<file path="config.mk">
export PLATFORM = sky130hd
export DESIGN_NAME = switch_bounce_emulator
export DESIGN_NICKNAME = d
export VERILOG_FILES = /design/src/rtl/switch_bounce_emulator.sv
export SDC_FILE = /design/constraint.sdc
export NUM_CORES = 1
export LEC_CHECK = 0
export CAP_MARGIN = 20
export CORE_ASPECT_RATIO = 0.6
export CORE_MARGIN = 4
export CORE_UTILIZATION = 56
export DETAILED_ROUTE_END_ITERATION = 12
export PLACE_DENSITY = 0.88
export SLEW_MARGIN = 20
export SYNTH_ARGS = -nofsm -noshare
export SYNTH_HDL_FRONTEND = slang
export SYNTH_SLANG_ARGS = --single-unit
</file>
<file path="constraint.sdc">
create_clock -name clk -period 2.35 [get_ports clk]
set_input_delay 0.47 -clock clk [delete_from_list [all_inputs] [get_ports clk]]
set_output_delay 0.47 -clock clk [all_outputs]
set_load 0.01 [all_outputs]
</file>
<file path="src/rtl/switch_bounce_emulator.sv">
// Emulates a chattering mechanical contact: new level, N pseudo-random glitch pairs, then a settle hold.
// Latency: first edge appears 1 cycle after the level mismatch is sampled; done pulses on SETTLE exit.
// Backpressure: none; target_in changes are ignored while busy and re-evaluated once back in IDLE.
module switch_bounce_emulator #(
    parameter int unsigned INTV_W     = 8,
    parameter logic [15:0] SEED       = 16'hACE1,
    parameter logic        INIT_LEVEL = 1'b0
) (
    input  logic              clk,
    input  logic              reset,
    input  logic              target_in,
    input  logic [3:0]        bounce_cnt,
    input  logic [INTV_W-1:0] interval_mask,
    input  logic [INTV_W-1:0] settle_time,
    output logic              noisy_out,
    output logic              busy,
    output logic              done
);

    typedef enum logic [1:0] {
        IDLE   = 2'd0,
        BOUNCE = 2'd1,
        SETTLE = 2'd2
    } state_t;

    localparam logic [15:0] LFSR_POLY = 16'hB400;

    state_t            state_q;
    logic [15:0]       lfsr_q;
    logic [15:0]       lfsr_d;
    logic [INTV_W-1:0] cnt_q;
    logic [4:0]        toggles_q;
    logic [INTV_W-1:0] mask_q;
    logic [INTV_W-1:0] settle_q;
    logic              noisy_q;
    logic              busy_q;
    logic              done_q;

    // Interval candidates: current LFSR slice masked by the live mask (sequence start)
    // or by the mask latched at sequence start (reloads inside BOUNCE).
    logic [INTV_W-1:0] r_w;
    logic [INTV_W-1:0] start_gap_w;
    logic [INTV_W-1:0] bounce_gap_w;

    assign r_w          = lfsr_q[INTV_W-1:0];
    assign start_gap_w  = r_w & interval_mask;
    assign bounce_gap_w = r_w & mask_q;

    // Galois right-shift step; feedback taps applied when the bit shifted out is 1.
    always_comb begin
        lfsr_d = {1'b0, lfsr_q[15:1]};
        if (lfsr_q[0]) begin
            lfsr_d = lfsr_d ^ LFSR_POLY;
        end
    end

    // Free-running LFSR: advances every cycle out of reset, independent of the sequencer.
    always_ff @(posedge clk or posedge reset) begin
        if (reset) begin
            lfsr_q <= SEED;
        end else begin
            lfsr_q <= lfsr_d;
        end
    end

    // Transition sequencer: IDLE -> BOUNCE (first edge + glitch pairs) -> SETTLE -> IDLE.
    always_ff @(posedge clk or posedge reset) begin
        if (reset) begin
            state_q   <= IDLE;
            cnt_q     <= '0;
            toggles_q <= '0;
            mask_q    <= '0;
            settle_q  <= '0;
            noisy_q   <= INIT_LEVEL;
            busy_q    <= 1'b0;
            done_q    <= 1'b0;
        end else begin
            done_q <= 1'b0;
            case (state_q)
                IDLE: begin
                    if (target_in != noisy_q) begin
                        noisy_q   <= target_in;
                        mask_q    <= interval_mask;
                        settle_q  <= settle_time;
                        toggles_q <= {bounce_cnt, 1'b0};
                        cnt_q     <= start_gap_w;
                        busy_q    <= 1'b1;
                        state_q   <= BOUNCE;
                    end
                end
                BOUNCE: begin
                    if (cnt_q != '0) begin
                        cnt_q <= cnt_q - INTV_W'(1);
                    end else if (toggles_q != 5'd0) begin
                        // Even toggle count guarantees the level is back on target at SETTLE entry.
                        noisy_q   <= ~noisy_q;
                        toggles_q <= toggles_q - 5'd1;
                        cnt_q     <= bounce_gap_w;
                    end else begin
                        cnt_q   <= settle_q;
                        state_q <= SETTLE;
                    end
                end
                SETTLE: begin
                    if (cnt_q != '0) begin
                        cnt_q <= cnt_q - INTV_W'(1);
                    end else begin
                        done_q  <= 1'b1;
                        busy_q  <= 1'b0;
                        state_q <= IDLE;
                    end
                end
                default: begin
                    state_q <= IDLE;
                    busy_q  <= 1'b0;
                end
            endcase
        end
    end

    assign noisy_out = noisy_q;
    assign busy      = busy_q;
    assign done      = done_q;

endmodule

</file>
==> results of run 1 <==
[repair_timing]
item / in CTS / in global routing
setup endpoints to repair: 0 / 5
hold buffers: 0 / 0
gates resized for setup: 0 / 2
buffers inserted: 0 / 0
[routing by layer]
metal | share of wire | track usage | up-vias
met4 | 0.018 | 0.0793 | 0
met2 | 0.43 | 0.313 | 93
met5 | 0 | 0 | -
met1 | 0.46 | 0.321 | 905
met3 | 0.083 | 0.0457 | 15
li1 | - | - | 863
[cell usage after synthesis (2+ instances only)]
library cell,n,share of area
o221ai_1,3,0.011
nor3_1,4,0.0082
nand3_1,10,0.021
nand2b_1,3,0.0077
a31oi_1,3,0.0077
xor2_1,4,0.014
clkbuf_1,4,0.0062
inv_1,10,0.015
and2_0,2,0.0051
dfrtp_1,42,0.43
nand2_1,22,0.034
a21oi_1,20,0.041
xnor2_1,5,0.018
o22ai_1,2,0.0051
mux2_2,19,0.088
a211oi_1,2,0.0062
ha_1,8,0.041
buf_2,5,0.010
a22o_1,4,0.014
o21ai_0,7,0.014
dfstp_2,8,0.086
nor3b_1,3,0.0092
o2111ai_1,2,0.0072
nor2_1,11,0.017
o211ai_1,2,0.0062
and3_1,5,0.013
[cells by family after synthesis]
family,count (synthesis)
buffers and inverters,20
adder cells (fa/ha/maj),8
multiplexers,20
XOR/XNOR,9
AO/OA/AOI/OAI,49
flip-flops,50
AND/OR/NAND/NOR,70
[state kept, by name (all words and copies together) (netlist names)]
signal / cells
toggles_q: 5
done: 1
settle_q: 8
cnt_q: 8
busy: 1
state_q: 2
lfsr_q: 16
mask_q: 8
noisy_out: 1
[path summary, 6_finish.rpt]
| path | startpoint | end | slack [ps] |
|---|---|---|---|
| setup / recovery | toggles_q[0] | cnt_q[7] | 160 |
| min in group asynchronous | reset | done | 520 |
| setup reg to reg | toggles_q[0] | cnt_q[7] | 160 |
| max in group asynchronous | reset | lfsr_q[15] | 1550 |
| hold / removal | lfsr_q[8] | lfsr_q[7] | 350 |
| hold reg to reg | lfsr_q[8] | lfsr_q[7] | 350 |
[power by group through the flow]
stage | logic [W] | registers, W | clock network [W]
after floorplan | 0.00129 | 0.00131 | 0
after global placement | 0.00162 | 0.00136 | 0
after detailed placement | 0.00171 | 0.00137 | 0
after CTS | 0.00173 | 0.00136 | 0.000519
after global routing | 0.00191 | 0.00140 | 0.000556
final | 0.00175 | 0.00137 | 0.000512
[placed cells by master, fill, tap and decap left out, drive strengths merged, types with 2 or more instances in the layout]
master and n:
dfrtp 42, clkdlybuf4s50 25, nand2 22, a21oi 20
mux2 19, nor2 11, nand3 10, inv 10
buf 10, ha 8, dfstp 8, o21ai 7
clkbuf 7, and3 6, xnor2 5, nor3 5
a22o 4, xor2 4, nand2b 3, o221ai 3
a31oi 3, nor3b 3, and2 2, o22ai 2
a211oi 2, o211ai 2, o2111ai 2
[final cells by class]
cell class,count,area share
timing repair buffer,35,0.116
inverter,10,0.0129
sequential,50,0.434
clock inverter,1,0.00172
clock buffer,7,0.0297
multi-input combinational,156,0.379
tap,60,0.0259
[worst max-delay path: cells and delay by family, from the launching register on]
family | cells | cell delay [ps]
adders and majority gates | 1 | 180
DFF | 1 | 390
and+or+nand+nor | 2 | 680
buffers and inverters | 2 | 390
AOI/OAI and AO/OA | 3 | 480
[metrics by stage]
| step | hold WS (ps) | setup WS [ps] | instances | power [W] |
|---|---|---|---|---|
| floorplan | 331 | 452 | 226 | 0.00260 |
| global placement | 338 | 168 | 311 | 0.00298 |
| detailed placement | 343 | 134 | 311 | 0.00308 |
| CTS | 362 | 84.8 | 319 | 0.00360 |
| global route | 373 | 66.4 | 319 | 0.00387 |
| finish | 349 | 159 | 319 | 0.00363 |
==> results_dict.tcl, run 1 <==
set metrics [dict create \
    outcome "complete, no violations" \
    drtAntennaViolNets 0 \
    cts_tree "yes" \
    grt_pass1_wl_um 8920 \
    cts_sinks 50 \
    hold_path_depth 0 \
    crit_type "reg2reg" \
    syn_to_final_growth_pct 19.1 \
    vdd_drop_max_uv 855 \
    dp_hpwl_um 3840 \
    ctsHtreeMaxLevel 2 \
    max_freq_mhz 456 \
    arrival_ps 2430 \
    wl_per_cell_um 17.2 \
    netlist_instances 226 \
    synth.distinct_cells 42 \
    grt_pass1_vias 1738 \
    max-cap-violations 0 \
    async_flop_share 1.00 \
    crit_chain "inv_1, ha_1, nor4b_2, buf_4, nand2_1, a31oi_1, a21oi_1, o21ai_0" \
    clockRootBuffer "clkbuf_8" \
    antennaDiodeCount 0 \
    rows 18 \
    fillers 318 \
    die_h_um 59.1 \
    hp-class "reg2reg" \
    design_area_um2 2900 \
    syn-mean-instance-area_um2 10.8 \
    setup_violations 0 \
    viasPerCell 5.88 \
    clock_path_buffers 2 \
    final_util 0.701 \
    seq_area_um2 1260 \
    vias 1876 \
    drtIter0Drc 167 \
    cts_buffers 5 \
    synth_seq_area_share 0.517 \
    dr.pass1.iters 7 \
    routabilityCongestion 0.897 \
    yosys.area_share.simple 0.156 \
    grt_max_degree 51 \
    r2r_cells 8 \
    wl_um 5480 \
    antenna_found_initial 0 \
    io_buffers 25 \
    die_w_um 93.2 \
    synth_edf_count 0 \
    multi_input_area_um2 1100 \
    dpl_cell_area_um2 2800 \
    hold_viol_final 0 \
    slew_headroom 0.510 \
    power.density_nw_per_um2 1250 \
    synth_nets 257 \
    path_max_fanout 5 \
    period_needed_ps 2190 \
    power.share.switching 0.392 \
    rsz0062_at_grt "no" \
    clk_pin_slew_ps 90 \
    final_nets 289 \
    fin_tns_setup_ps 0 \
    synth_top_family_by_area "simple AND/OR/NAND/NOR gates" \
    critPathLaunchType "register" \
    worst-slew-pin-transition_ps 733 \
    yosys_most_used_dff "dfrtp_1" \
    synth.ff_latch_count 50 \
    core_um2 4140 \
    power_frac_comb 0.482 \
    overflow 0 \
    layout-drive-gt1-share 0.197 \
    skew_ps 13.3 \
    required_ps 2590 \
    slew_violations 0 \
    p_clk_frac 0.141 \
    end_kind "register" \
    yosys_warnings 0 \
    p_sw_w 0.00143 \
    grt_use_total 0.216 \
    worstSkewPairLatency_ps 310 \
    start_util 0.588 \
    synthMuxAreaShare 0.0918 \
    drc 0 \
    die-area_um2 5510 \
    synth-xor-area-share 0.0323 \
    power.leakage_nw 1.26 \
    yosys.area_share.adder 0.0410 \
    slowest_stage "nor4b_2" \
    power.share.sequential 0.377 \
    max_stage_delay_ps 610 \
    synth-compound-area-share 0.126 \
    fin_crit_sh 0.932 \
    p_int_w 0.00221 \
    syn_area_um2 2440 \
    ios 26 \
]
Note: power is estimated with default switching activity, not from simulation.
==> inputs of run 2 (changes only) <==
--- a/config.mk
+++ b/config.mk
@@ -8,9 +8,10 @@
 export CAP_MARGIN = 20
 export CORE_ASPECT_RATIO = 0.6
 export CORE_MARGIN = 4
-export CORE_UTILIZATION = 56
+export CORE_UTILIZATION = 53
+export CTS_BUF_LIST = sky130_fd_sc_hd__clkbuf_4
 export DETAILED_ROUTE_END_ITERATION = 12
-export PLACE_DENSITY = 0.88
+export PLACE_DENSITY = 0.87
 export SLEW_MARGIN = 20
 export SYNTH_ARGS = -nofsm -noshare
 export SYNTH_HDL_FRONTEND = slang
==> constraint.sdc (replaced) <==
create_clock -name clk -period 1.9 [get_ports clk]
set_input_delay 0.38 -clock clk [delete_from_list [all_inputs] [get_ports clk]]
set_output_delay 0.38 -clock clk [all_outputs]
set_load 0.01 [all_outputs]
==> results_dict.tcl, run 2 (synthesis results as in run 1) <==
set metrics [dict create \
    startpoint "toggles_q[0]" \
    cts_tree "yes" \
    layout-drive-gt1-share 0.389 \
    skew_ps 10.9 \
    worstReg2RegEnd "cnt_q[5]" \
    setup_violations 3 \
    core_um2 4280 \
    power.density_nw_per_um2 1600 \
    ios 26 \
    clockRootBuffer "clkbuf_4" \
    max-cap-violations 0 \
    fin_tns_setup_ps -107 \
    outcome "finished with violations" \
    grt_pass1_vias 1945 \
    io_buffers 25 \
    final_common_cell "dfrtp_1" \
    hold_viol_final 0 \
    reg2reg_from "toggles_q[0]" \
    rows 18 \
    slew_violations 0 \
    drtAntennaViolNets 0 \
    critPathLaunchType "register" \
    violations "setup timing" \
    antenna_found_initial 0 \
    overflow 0 \
    start_util 0.570 \
    end_kind "register" \
    clk_pin_slew_ps 150 \
    antennaDiodeCount 0 \
    cts_sinks 50 \
    fin_crit_sh 1.03 \
    vdd_drop_max_uv 883 \
    r2r_setup_slack_ps -60 \
    grt_pass1_wl_um 9560 \
    arrival_ps 2250 \
    final_nets 315 \
    hp-class "in2async" \
    rsz0062_at_grt "yes" \
    drtIter0Drc 202 \
    viasPerCell 6.03 \
    r2r_cells 7 \
    ctsHtreeMaxLevel 2 \
    dp_hpwl_um 3970 \
    vias 2082 \
    die_h_um 60.5 \
    largest_reg_flops 16 \
    grt_max_degree 51 \
    clock_path_buffers 2 \
    power.leakage_nw 1.40 \
    max_freq_mhz 511 \
    period_needed_ps 1960 \
    die_w_um 95.6 \
    crit_type "reg2reg" \
    path_max_fanout 7 \
    worst-slew-pin-transition_ps 616 \
    final_cell_mix "dfrtp_1 (42), buf_4 (29), clkdlybuf4s50_1 (25)" \
    wl_per_cell_um 18.3 \
    wl_um 6320 \
    dr.pass1.iters 7 \
    slew_headroom 0.589 \
    top_register "lfsr_q" \
    required_ps 2190 \
    timing.hold.ws_ps 325 \
    syn_to_final_growth_pct 33.7 \
    drc 0 \
    grt_use_total 0.225 \
    routabilityCongestion 0.917 \
    die-area_um2 5790 \
    fin_ws_ps -56.0 \
    cts_buffers 5 \
    worstSkewPairLatency_ps 390 \
]
run 2: cell count changes in the layout (fill, tap and decap cells not counted), sizes merged:
cell and delta:
clkbuf -1, buf +26, clkinv +1
run 2: per-layer routing:
| metal | share of wire | track usage | routed length [um] |
|---|---|---|---|
| met5 | 0 | 0 | 0 |
| met4 | 0.026 | 0.0729 | 164 |
| met3 | 0.068 | 0.0644 | 432 |
| met2 | 0.45 | 0.336 | 2830 |
| met1 | 0.46 | 0.321 | 2900 |
run 2: repair_timing:
action | 4_1_cts | 5_1_grt
setup endpoints to repair | 11 | 16
hold buffers | 0 | 0
cloned | 1 | 0
endpoints found under the hold margin | 0 | 0
pin swaps | 14 | 16
resized for setup | 18 | 33
buffers inserted | 1 | 3
run 2: critical path, stage by stage, from the launching register on:
cell      delay [ps]
dfrtp_1          420
inv_2             90
ha_4             130
or4b_4           540
and3_4           210
a21oi_4          140
o221ai_2         110
a22o_1           220
run 2: area by class of cell:
type | count | area, um^2
well taps | 60 | 75.1
repair buffers | 61 | 558
fillers | 255 | 1020
clock buffers | 6 | 45.0
inverters | 10 | 37.5
clock inverters | 2 | 13.8
flip-flops and latches | 50 | 1260
multi-input cells | 156 | 1270
run 2: stage by stage:
step	power, W	util	setup slack, ps	instance area [um^2]	cells
final	0.00522	0.762	-56.0	3260	345
after global routing	0.00552	0.762	-101	3260	345
after CTS	0.00479	0.729	-79.4	3120	344
after detailed placement	0.00415	0.699	-238	2990	334
after global placement	0.00405	0.699	-172	2990	334
after floorplan	0.00322	-	1.89	2440	226
run 2: worst max path at each step:
stage,end,slack [ps]
2_1_floorplan,state_q[0],2
4_1_cts,cnt_q[1],-80
3_5_place_dp,cnt_q[1],-240
6_report,cnt_q[5],-60
3_3_place_gp,cnt_q[1],-170
5_1_grt,cnt_q[5],-100
run 2: report_power, final:
part / switching [W] / internal, W / total, W
combinational: 0.00152 / 0.00152 / 0.00304
clock: 0.000355 / 0.000160 / 0.000515
sequential: 0.000255 / 0.00140 / 0.00166
==> inputs of run 3 (changes only) <==
--- a/config.mk
+++ b/config.mk
@@ -6,8 +6,8 @@
 export NUM_CORES = 1
 export LEC_CHECK = 0
 export CAP_MARGIN = 20
-export CORE_ASPECT_RATIO = 0.6
-export CORE_MARGIN = 4
+export CORE_ASPECT_RATIO = 1.75
+export CORE_MARGIN = 2
 export CORE_UTILIZATION = 53
 export CTS_BUF_LIST = sky130_fd_sc_hd__clkbuf_4
 export DETAILED_ROUTE_END_ITERATION = 12
==> results_dict.tcl, run 3 (synthesis results as in run 1) <==
set metrics [dict create \
    p_clk_frac 0.096 \
    max_freq_mhz 520 \
    antennaDiodeCount 0 \
    end_kind "register" \
    fillers 293 \
    worst-slew-pin-transition_ps 416 \
    period_needed_ps 1920 \
    final_cell_mix "dfrtp_1 (42), buf_4 (37), clkdlybuf4s50_1 (25)" \
    final_nets 322 \
    power_frac_comb 0.589 \
    pre_cts_slack_ps -204 \
    wl_um 6280 \
    slew_headroom 0.722 \
    hold_viol_final 0 \
    power.density_nw_per_um2 1590 \
    die_h_um 93.7 \
    layout.cells.non_filler 343 \
    top_register "lfsr_q" \
    crit_chain "inv_2, ha_4, or4b_4, nand4_1, a21oi_2, buf_4, mux2_2" \
    crit_type "reg2reg" \
    max_stage_delay_ps 550 \
    grt_pass1_wl_um 9880 \
    dp_hpwl_um 4030 \
    p_sw_w 0.00210 \
    grt_max_degree 51 \
    routabilityCongestion 0.892 \
    violations "setup timing" \
    wl_per_cell_um 18.3 \
    hp-class "in2async" \
    clk_pin_slew_ps 150 \
    cts_sinks 50 \
    ctsHtreeMaxLevel 2 \
    fin_ws_ps -24.1 \
    start_util 0.554 \
    p_int_w 0.00313 \
    fin_crit_sh 1.01 \
    arrival_ps 2190 \
    die-area_um2 5180 \
    drc 0 \
    die_w_um 55.3 \
    viasPerCell 5.95 \
    vdd_drop_max_uv 1070 \
    grt_pass1_vias 2068 \
    max-cap-violations 0 \
    dr.pass1.iters 5 \
    final_util 0.745 \
    grt_use_total 0.246 \
    drtIter0Drc 70 \
    core_um2 4400 \
    power.share.switching 0.401 \
    cts_buffers 5 \
    setup_violations 3 \
    power.share.sequential 0.315 \
    largest_reg_flops 16 \
    overflow 0 \
    final_common_cell "dfrtp_1" \
    critPathLaunchType "register" \
    postCtsHoldBufs 0 \
    critPathBufInv 2 \
    rows 32 \
    clockRootBuffer "clkbuf_4" \
    io_buffers 25 \
    syn_to_final_growth_pct 34.6 \
    power.leakage_nw 1.43 \
    path_delay_family "simple AND/OR/NAND/NOR gates" \
    vias 2042 \
    fin_tns_setup_ps -47.8 \
    layout-drive-gt1-share 0.397 \
    drtAntennaViolNets 0 \
    cts_tree "yes" \
    timing.hold.ws_ps 344 \
    worstSkewPairLatency_ps 370 \
    skew_ps 14.2 \
    clock_path_buffers 2 \
    ios 26 \
    required_ps 2160 \
    slew_violations 0 \
    outcome "finished with violations" \
    path_max_fanout 8 \
    rsz0062_at_grt "yes" \
    slowest_stage "or4b_4" \
    antenna_found_initial 0 \
    dp.cells 325 \
]
[run 3: changes by cell type in the layout (fill, tap and decap cells not counted), sizes merged]
cell and delta:
inv +2, or3 +1, clkinv -1, clkbuf -1, buf +6
[run 3: per-stage QoR]
step / power [W] / area, um^2
floorplan: 0.00322 / 2440
global placement: 0.00402 / 2980
detailed placement: 0.00414 / 2980
CTS: 0.00487 / 3170
global route: 0.00553 / 3280
finish: 0.00523 / 3280
[run 3: final timing paths]
path,startpoint,end,slack (ps),cells past startpoint
setup / recovery,toggles_q[1],noisy_out,-20,7
hold / removal,reset,toggles_q[1],340,3
setup reg to reg,toggles_q[1],noisy_out,-20,7
hold reg to reg,lfsr_q[8],lfsr_q[7],370,0
max in group asynchronous,reset,lfsr_q[7],1250,3
min in group clk,lfsr_q[8],lfsr_q[7],370,0
[run 3: worst reg2reg max path, cell delays in order (launching register included)]
cell	delay, ps
dfrtp_1	420
inv_2	90
ha_4	130
or4b_4	550
nand4_1	160
a21oi_2	90
buf_4	140
mux2_2	260
[run 3: per-layer routing]
| metal | global-route usage | part of all wire | vias to the layer above | routed length [um] |
|---|---|---|---|---|
| li1 | - | - | 931 | - |
| met1 | 0.272 | 0.37 | 1002 | 2350 |
| met2 | 0.449 | 0.55 | 82 | 3460 |
| met3 | 0.0344 | 0.037 | 27 | 231 |
| met4 | 0.132 | 0.037 | 0 | 235 |
| met5 | 0 | 0 | - | 0 |
[run 3: repair_timing]
action	4_1_cts	5_1_grt
buffers inserted	3	7
pin swaps	11	13
gates resized for setup	24	21
endpoints found under the setup margin	11	16
gates cloned	2	0
[run 3: area by class of cell]
cell class	instances	area (um^2)	share of cell area
clock buffer	5	37.5	0.0114
clock inverter	3	22.5	0.00686
multi-input combinational	157	1260	0.385
inverter	10	37.5	0.0114
tap	51	63.8	0.0194
sequential	50	1260	0.384
timing repair buffer	67	596	0.181
[run 3: power by group through the flow]
stage          clock network (W)  registers (W)  logic, W
4_1_cts                 0.000512        0.00162   0.00274
6_report                0.000502        0.00165   0.00308
2_1_floorplan                  0        0.00163   0.00159
5_1_grt                 0.000553        0.00169   0.00329
3_3_place_gp                   0        0.00161   0.00241
3_5_place_dp                   0        0.00163   0.00251
